## src/rtl/add_sequencer_if.sv

```systemverilog
// Bundles the command/status handshake and the memory bus of the add sequencer.
// The master side issues commands and models the memory; the slave side is the
// sequencer itself.
interface add_sequencer_if;
    logic       start;
    logic       op;
    logic [4:0] addr_a;
    logic [4:0] addr_b;
    logic [4:0] addr_dst;
    logic       busy;
    logic       done;
    logic [7:0] result;
    logic       carry;
    logic       mem_read;
    logic       mem_write;
    logic [4:0] mem_address;
    logic [7:0] mem_wdata;
    logic [7:0] mem_rdata;

    modport master (
        output start, op, addr_a, addr_b, addr_dst, mem_rdata,
        input  busy, done, result, carry, mem_read, mem_write, mem_address, mem_wdata
    );

    modport slave (
        input  start, op, addr_a, addr_b, addr_dst, mem_rdata,
        output busy, done, result, carry, mem_read, mem_write, mem_address, mem_wdata
    );
endinterface

```

## src/rtl/add_sequencer.sv

```systemverilog
// Memory-to-memory add/subtract sequencer: reads operand A and operand B from a
// registered-read memory, writes A+B or A-B back to a destination address and
// reports the result and carry/borrow with a one-cycle done pulse.
module add_sequencer (
    input  logic          clock,
    input  logic          reset,
    add_sequencer_if.slave bus
);

    typedef enum logic [2:0] {
        IDLE,
        RD_A,
        WAIT_A,
        RD_B,
        WAIT_B,
        WRITE,
        DONE
    } state_t;

    state_t     state;
    state_t     state_next;

    logic       op_q;
    logic [4:0] addr_a_q;
    logic [4:0] addr_b_q;
    logic [4:0] addr_dst_q;
    logic [7:0] op_a;
    logic [7:0] op_b;
    logic [7:0] result_q;
    logic       carry_q;
    logic [8:0] sum9;

    // State register; reset aborts any operation in flight.
    always_ff @(posedge clock or posedge reset) begin
        if (reset) begin
            state <= IDLE;
        end else begin
            state <= state_next;
        end
    end

    // Next-state logic: a fixed walk through the read/read/write sequence once started.
    always_comb begin
        state_next = state;
        unique case (state)
            IDLE:    if (bus.start) state_next = RD_A;
            RD_A:    state_next = WAIT_A;
            WAIT_A:  state_next = RD_B;
            RD_B:    state_next = WAIT_B;
            WAIT_B:  state_next = WRITE;
            WRITE:   state_next = DONE;
            DONE:    state_next = IDLE;
            default: state_next = IDLE;
        endcase
    end

    // Command capture: op and addresses are frozen at the start edge so later input changes are ignored.
    always_ff @(posedge clock or posedge reset) begin
        if (reset) begin
            op_q       <= 1'b0;
            addr_a_q   <= 5'd0;
            addr_b_q   <= 5'd0;
            addr_dst_q <= 5'd0;
        end else if (state == IDLE && bus.start) begin
            op_q       <= bus.op;
            addr_a_q   <= bus.addr_a;
            addr_b_q   <= bus.addr_b;
            addr_dst_q <= bus.addr_dst;
        end
    end

    // Operand capture: memory data is valid during the wait state following each read strobe.
    always_ff @(posedge clock or posedge reset) begin
        if (reset) begin
            op_a <= 8'h00;
            op_b <= 8'h00;
        end else begin
            if (state == WAIT_A) op_a <= bus.mem_rdata;
            if (state == WAIT_B) op_b <= bus.mem_rdata;
        end
    end

    // 9-bit arithmetic: bit 8 is the add carry, or the borrow (A<B) when subtracting.
    always_comb begin
        sum9 = 9'd0;
        if (op_q) begin
            sum9 = {1'b0, op_a} - {1'b0, op_b};
        end else begin
            sum9 = {1'b0, op_a} + {1'b0, op_b};
        end
    end

    // Result and carry are updated on the edge entering DONE and held until the next completion.
    always_ff @(posedge clock or posedge reset) begin
        if (reset) begin
            result_q <= 8'h00;
            carry_q  <= 1'b0;
        end else if (state == WRITE) begin
            result_q <= sum9[7:0];
            carry_q  <= sum9[8];
        end
    end

    // Memory bus decode from the registered state only; the bus is idle (all zero) outside strobe states.
    always_comb begin
        bus.mem_read    = 1'b0;
        bus.mem_write   = 1'b0;
        bus.mem_address = 5'd0;
        bus.mem_wdata   = 8'h00;
        unique case (state)
            RD_A: begin
                bus.mem_read    = 1'b1;
                bus.mem_address = addr_a_q;
            end
            RD_B: begin
                bus.mem_read    = 1'b1;
                bus.mem_address = addr_b_q;
            end
            WRITE: begin
                bus.mem_write   = 1'b1;
                bus.mem_address = addr_dst_q;
                bus.mem_wdata   = sum9[7:0];
            end
            default: begin
                bus.mem_read = 1'b0;
            end
        endcase
    end

    assign bus.busy   = (state != IDLE);
    assign bus.done   = (state == DONE);
    assign bus.result = result_q;
    assign bus.carry  = carry_q;

endmodule
```

## src/flat_wrapper.sv

```systemverilog
// flat-port wrapper written by rule: the top's interface ports become plain ports
module add_sequencer_flat 
  (clock, reset, bus_start, bus_op, bus_addr_a, bus_addr_b, bus_addr_dst, bus_mem_rdata, bus_busy, bus_done, bus_result, bus_carry, bus_mem_read, bus_mem_write, bus_mem_address, bus_mem_wdata);
  add_sequencer_if bus_i ();
  input  logic clock;
  input  logic reset;
  input wire logic [$bits(bus_i.start)-1:0] bus_start;
  input wire logic [$bits(bus_i.op)-1:0] bus_op;
  input wire logic [$bits(bus_i.addr_a)-1:0] bus_addr_a;
  input wire logic [$bits(bus_i.addr_b)-1:0] bus_addr_b;
  input wire logic [$bits(bus_i.addr_dst)-1:0] bus_addr_dst;
  input wire logic [$bits(bus_i.mem_rdata)-1:0] bus_mem_rdata;
  output wire logic [$bits(bus_i.busy)-1:0] bus_busy;
  output wire logic [$bits(bus_i.done)-1:0] bus_done;
  output wire logic [$bits(bus_i.result)-1:0] bus_result;
  output wire logic [$bits(bus_i.carry)-1:0] bus_carry;
  output wire logic [$bits(bus_i.mem_read)-1:0] bus_mem_read;
  output wire logic [$bits(bus_i.mem_write)-1:0] bus_mem_write;
  output wire logic [$bits(bus_i.mem_address)-1:0] bus_mem_address;
  output wire logic [$bits(bus_i.mem_wdata)-1:0] bus_mem_wdata;
  assign bus_i.start = bus_start;
  assign bus_i.op = bus_op;
  assign bus_i.addr_a = bus_addr_a;
  assign bus_i.addr_b = bus_addr_b;
  assign bus_i.addr_dst = bus_addr_dst;
  assign bus_i.mem_rdata = bus_mem_rdata;
  assign bus_busy = bus_i.busy;
  assign bus_done = bus_i.done;
  assign bus_result = bus_i.result;
  assign bus_carry = bus_i.carry;
  assign bus_mem_read = bus_i.mem_read;
  assign bus_mem_write = bus_i.mem_write;
  assign bus_mem_address = bus_i.mem_address;
  assign bus_mem_wdata = bus_i.mem_wdata;
  add_sequencer u_core (.clock(clock), .reset(reset), .bus(bus_i));
endmodule
```

## config.mk

```make
export PLATFORM = sky130hd
export DESIGN_NAME = add_sequencer_flat
export DESIGN_NICKNAME = d
export VERILOG_FILES = /design/src/rtl/add_sequencer_if.sv /design/src/rtl/add_sequencer.sv /design/src/flat_wrapper.sv
export SDC_FILE = /design/constraint.sdc
export NUM_CORES = 1
export LEC_CHECK = 0
export CELL_PAD_IN_SITES_DETAIL_PLACEMENT = 1
export CELL_PAD_IN_SITES_GLOBAL_PLACEMENT = 1
export CORE_ASPECT_RATIO = 1.5
export CORE_UTILIZATION = 42
export CTS_CLUSTER_SIZE = 8
export DETAILED_ROUTE_END_ITERATION = 8
export PLACE_DENSITY = 0.86
export SETUP_SLACK_MARGIN = 0.3
export SYNTH_ARGS = -nofsm -noshare
export SYNTH_HDL_FRONTEND = slang
export SYNTH_SLANG_ARGS = --single-unit
```

## constraint.sdc

```tcl
create_clock -name clock -period 8.45 [get_ports clock]
set_input_delay 2.535 -clock clock [delete_from_list [all_inputs] [get_ports clock]]
set_output_delay 2.535 -clock clock [all_outputs]
set_load 0.03 [all_outputs]
```

==> flow_summary.yaml <==
status:
  status: "completed"
placed_design:
  placed_area_mm2: 0.002980
  io_buffer_count: 52
  dpl.hpwl_um: 4158
  gp_congestion: 0.8314
clock_tree:
  cts_made_buffers: 5
  cts.clk_slew.worst_paths_ns: 0.08
  postCtsResizedCells: 0
  cts_buffer_depth: 2
  hold_buffers: 0
  root_buffer: "clkbuf_8"
  h-tree-depth: 2
  cts.sinks: 44
  post-cts-setup-buffers: 0
  cts_tree: "done"
  insertion_delay_ns: 0.29
global_route:
  grt.overflow.total: 0
  met3_usage: 0.03382
  grt_use_total: 0.2004
  grt_max_degree: 45
  grt_pass1_wl_um: 9135
  met1_usage: 0.2151
  antenna_found_initial: 0
  grtUsageMet2: 0.3741
  grt_pass1_vias: 1925
  top_usage_layer: "met2"
power_and_ir_drop:
  p_per_area_mw_per_mm2: 470.1
  ir_drop_uv: 209.4
  leakagePower_nw: 1.310
sta:
  maxSlewHeadroom: 0.4521
  max_freq_ghz: 0.1723
  setup_viol: 0
  min_period_ns: 5.804
  fin_skew_ns: 0.007793
  tns_ns: 0
  finalMaxSlewViolations: 0
  hold_viol: 0
  finalCritPeriodShare: 0.6869
  max_slew.worst_pin.slew_ns: 0.8201
  rsz0062_at_grt: "false"
final_layout:
  n_antenna_cell: 0
  nNetsFinal: 318
  layout-drive-gt1-share: 0.1454
  finish.utilization: 0.5591
  final_area_mm2: 0.003070
  syn2layout_area_growth_pct: 27.88
  layout_common_cells: "clkdlybuf4s50_1, dfrtp_1, mux2_2"
  final_common_cell: "clkdlybuf4s50_1"
  fillers: 616
worst_setup_path:
  path_class: "flop to output pin"
  crit_fanout: 4
  cp.required_ns: 5.92
  crit_start: "u_core.op_b[1]"
  worstPathArrival_ns: 3.27
  endpoint_kind: "output pin"
  r2r-start: "u_core.op_b[1]"
  startpoint_type: "flop"
floorplanning:
  num_rows: 33
  die_area_mm2: 0.006029
  start_util: 0.4372
  core_mm2: 0.005492
  die_h_um: 94.60
  io-pin-count: 53
  die_x_um: 63.74
flow_run:
  cap_violations: 0
route:
  vias_per_cell: 5.315
  vias: 1871
  antenna_left: 0
  wl_um: 5362
  drt_pass1_iterations: 4
  drc_errors: 0
  dr.first_iter.drc_count: 52
  wire_per_inst_um: 15.23
yosys:
  syn_area_mm2: 0.002401
  netlist_instances: 229
  synth_edf_count: 0
  ys_seq_elements: 44
  synthArstFlopShare: 1.000
  ys_types: 34
  avgSynthCellArea_um2: 10.48
  ys_seq_area_frac: 0.4586
  synth_ff_type: "dfrtp_1"
  synth_nets: 266
  ys_warn_count: 0
min_path:
  hold_path_startpoint: "u_core.bus.result[0]"
  hold_path_class: "flop to flop"
power breakdown:
| part | internal [W] | leakage, nW | switching [W] | total [W] |
|---|---|---|---|---|
| Combinational | 0.000413 | 0.735 | 0.000472 | 0.000885 |
| Clock | 0.0000668 | 0.0455 | 0.0000698 | 0.000137 |
| Sequential | 0.000317 | 0.529 | 0.000105 | 0.000422 |
critical path, stage by stage, from the launching register on:
cell	delay, ns
dfrtp_1	0.43
inv_1	0.13
ha_1	0.23
nor2_1	0.07
xnor2_1	0.14
ha_1	0.33
o21ai_0	0.24
a211oi_1	0.11
or4_1	0.53
nand3_1	0.10
clkdlybuf4s50_1	0.66
layer usage:
metal  vias up  part of all wire
met1       917              0.38
li1        900                 -
met5         -                 0
met2        46              0.56
met3         8             0.034
met4         0             0.024
flip-flops by register name (all words and copies together), names as in the netlist:
signal,count
u_core.bus.carry,1
u_core.op_q,1
u_core.addr_dst_q,5
u_core.op_a,8
u_core.op_b,8
u_core.state,3
u_core.addr_b_q,5
u_core.bus.result,8
u_core.addr_a_q,5
Yosys cell counts (2+ instances only):
cell      instances  area (um2)
nand3_1           4       20.02
buf_2             5       25.02
nand3b_1          2       15.01
o21ai_0          16       80.08
nand2_1          19       71.32
a31oi_1           4       25.02
mux2_2           29       326.6
inv_1             9       33.78
ha_1              9       112.6
clkbuf_1          3       11.26
nor2b_1           4       25.02
a21o_1            6       45.04
nand4_1           3       18.77
or4_1             2       15.01
nor2_1           16       60.06
nor3b_1           3       22.52
o22ai_1           2       12.51
dfrtp_1          44        1101
mux2i_1           5       50.05
nor3_1            5       25.02
a211oi_1          5       37.54
nand2b_1          6       37.54
and2_1            5       31.28
xnor2_1           7       61.31
a21oi_1           7       35.03
metrics by stage:
stage | std cells | hold slack [ns] | total power (W) | setup slack (ns)
after floorplan | 229 | 0.4799 | 0.001059 | 3.604
after global placement | 344 | 0.4579 | 0.001283 | 3.037
after detailed placement | 344 | 0.4687 | 0.001318 | 2.960
after CTS | 352 | 0.4878 | 0.001462 | 2.631
after global routing | 352 | 0.5094 | 0.001568 | 2.355
final | 352 | 0.4812 | 0.001444 | 2.646
worst paths after layout:
| check | end | slack (ns) | cells past startpoint |
|---|---|---|---|
| setup / recovery | bus_mem_wdata[7] | 2.65 | 10 |
| hold / removal | u_core.bus.result[0] | 0.48 | 1 |
| setup reg to reg | u_core.bus.carry | 6.00 | 8 |
| hold reg to reg | u_core.bus.result[0] | 0.48 | 1 |
| max in group asynchronous | u_core.op_a[7] | 5.37 | 3 |
| min in group asynchronous | u_core.op_a[2] | 2.68 | 3 |
cell families after synthesis:
family | synth area share
XOR/XNOR | 0.02918
multiplexers | 0.1569
adder cells (fa/ha/maj) | 0.05524
AO/OA/AOI/OAI | 0.09797
flip-flops | 0.4586
AND/OR/NAND/NOR | 0.1668
buffers and inverters | 0.03543
area by class of cell:
| cell class | instances | area, um2 | share of cell area |
|---|---|---|---|
| multi-input cells | 166 | 1215 | 0.3957 |
| clock buffers | 8 | 90.09 | 0.02934 |
| inverters | 9 | 33.78 | 0.01100 |
| well taps | 70 | 87.58 | 0.02852 |
| flip-flops and latches | 44 | 1101 | 0.3586 |
| repair buffers | 55 | 543.0 | 0.1769 |
(Power assumes the default switching activity.)
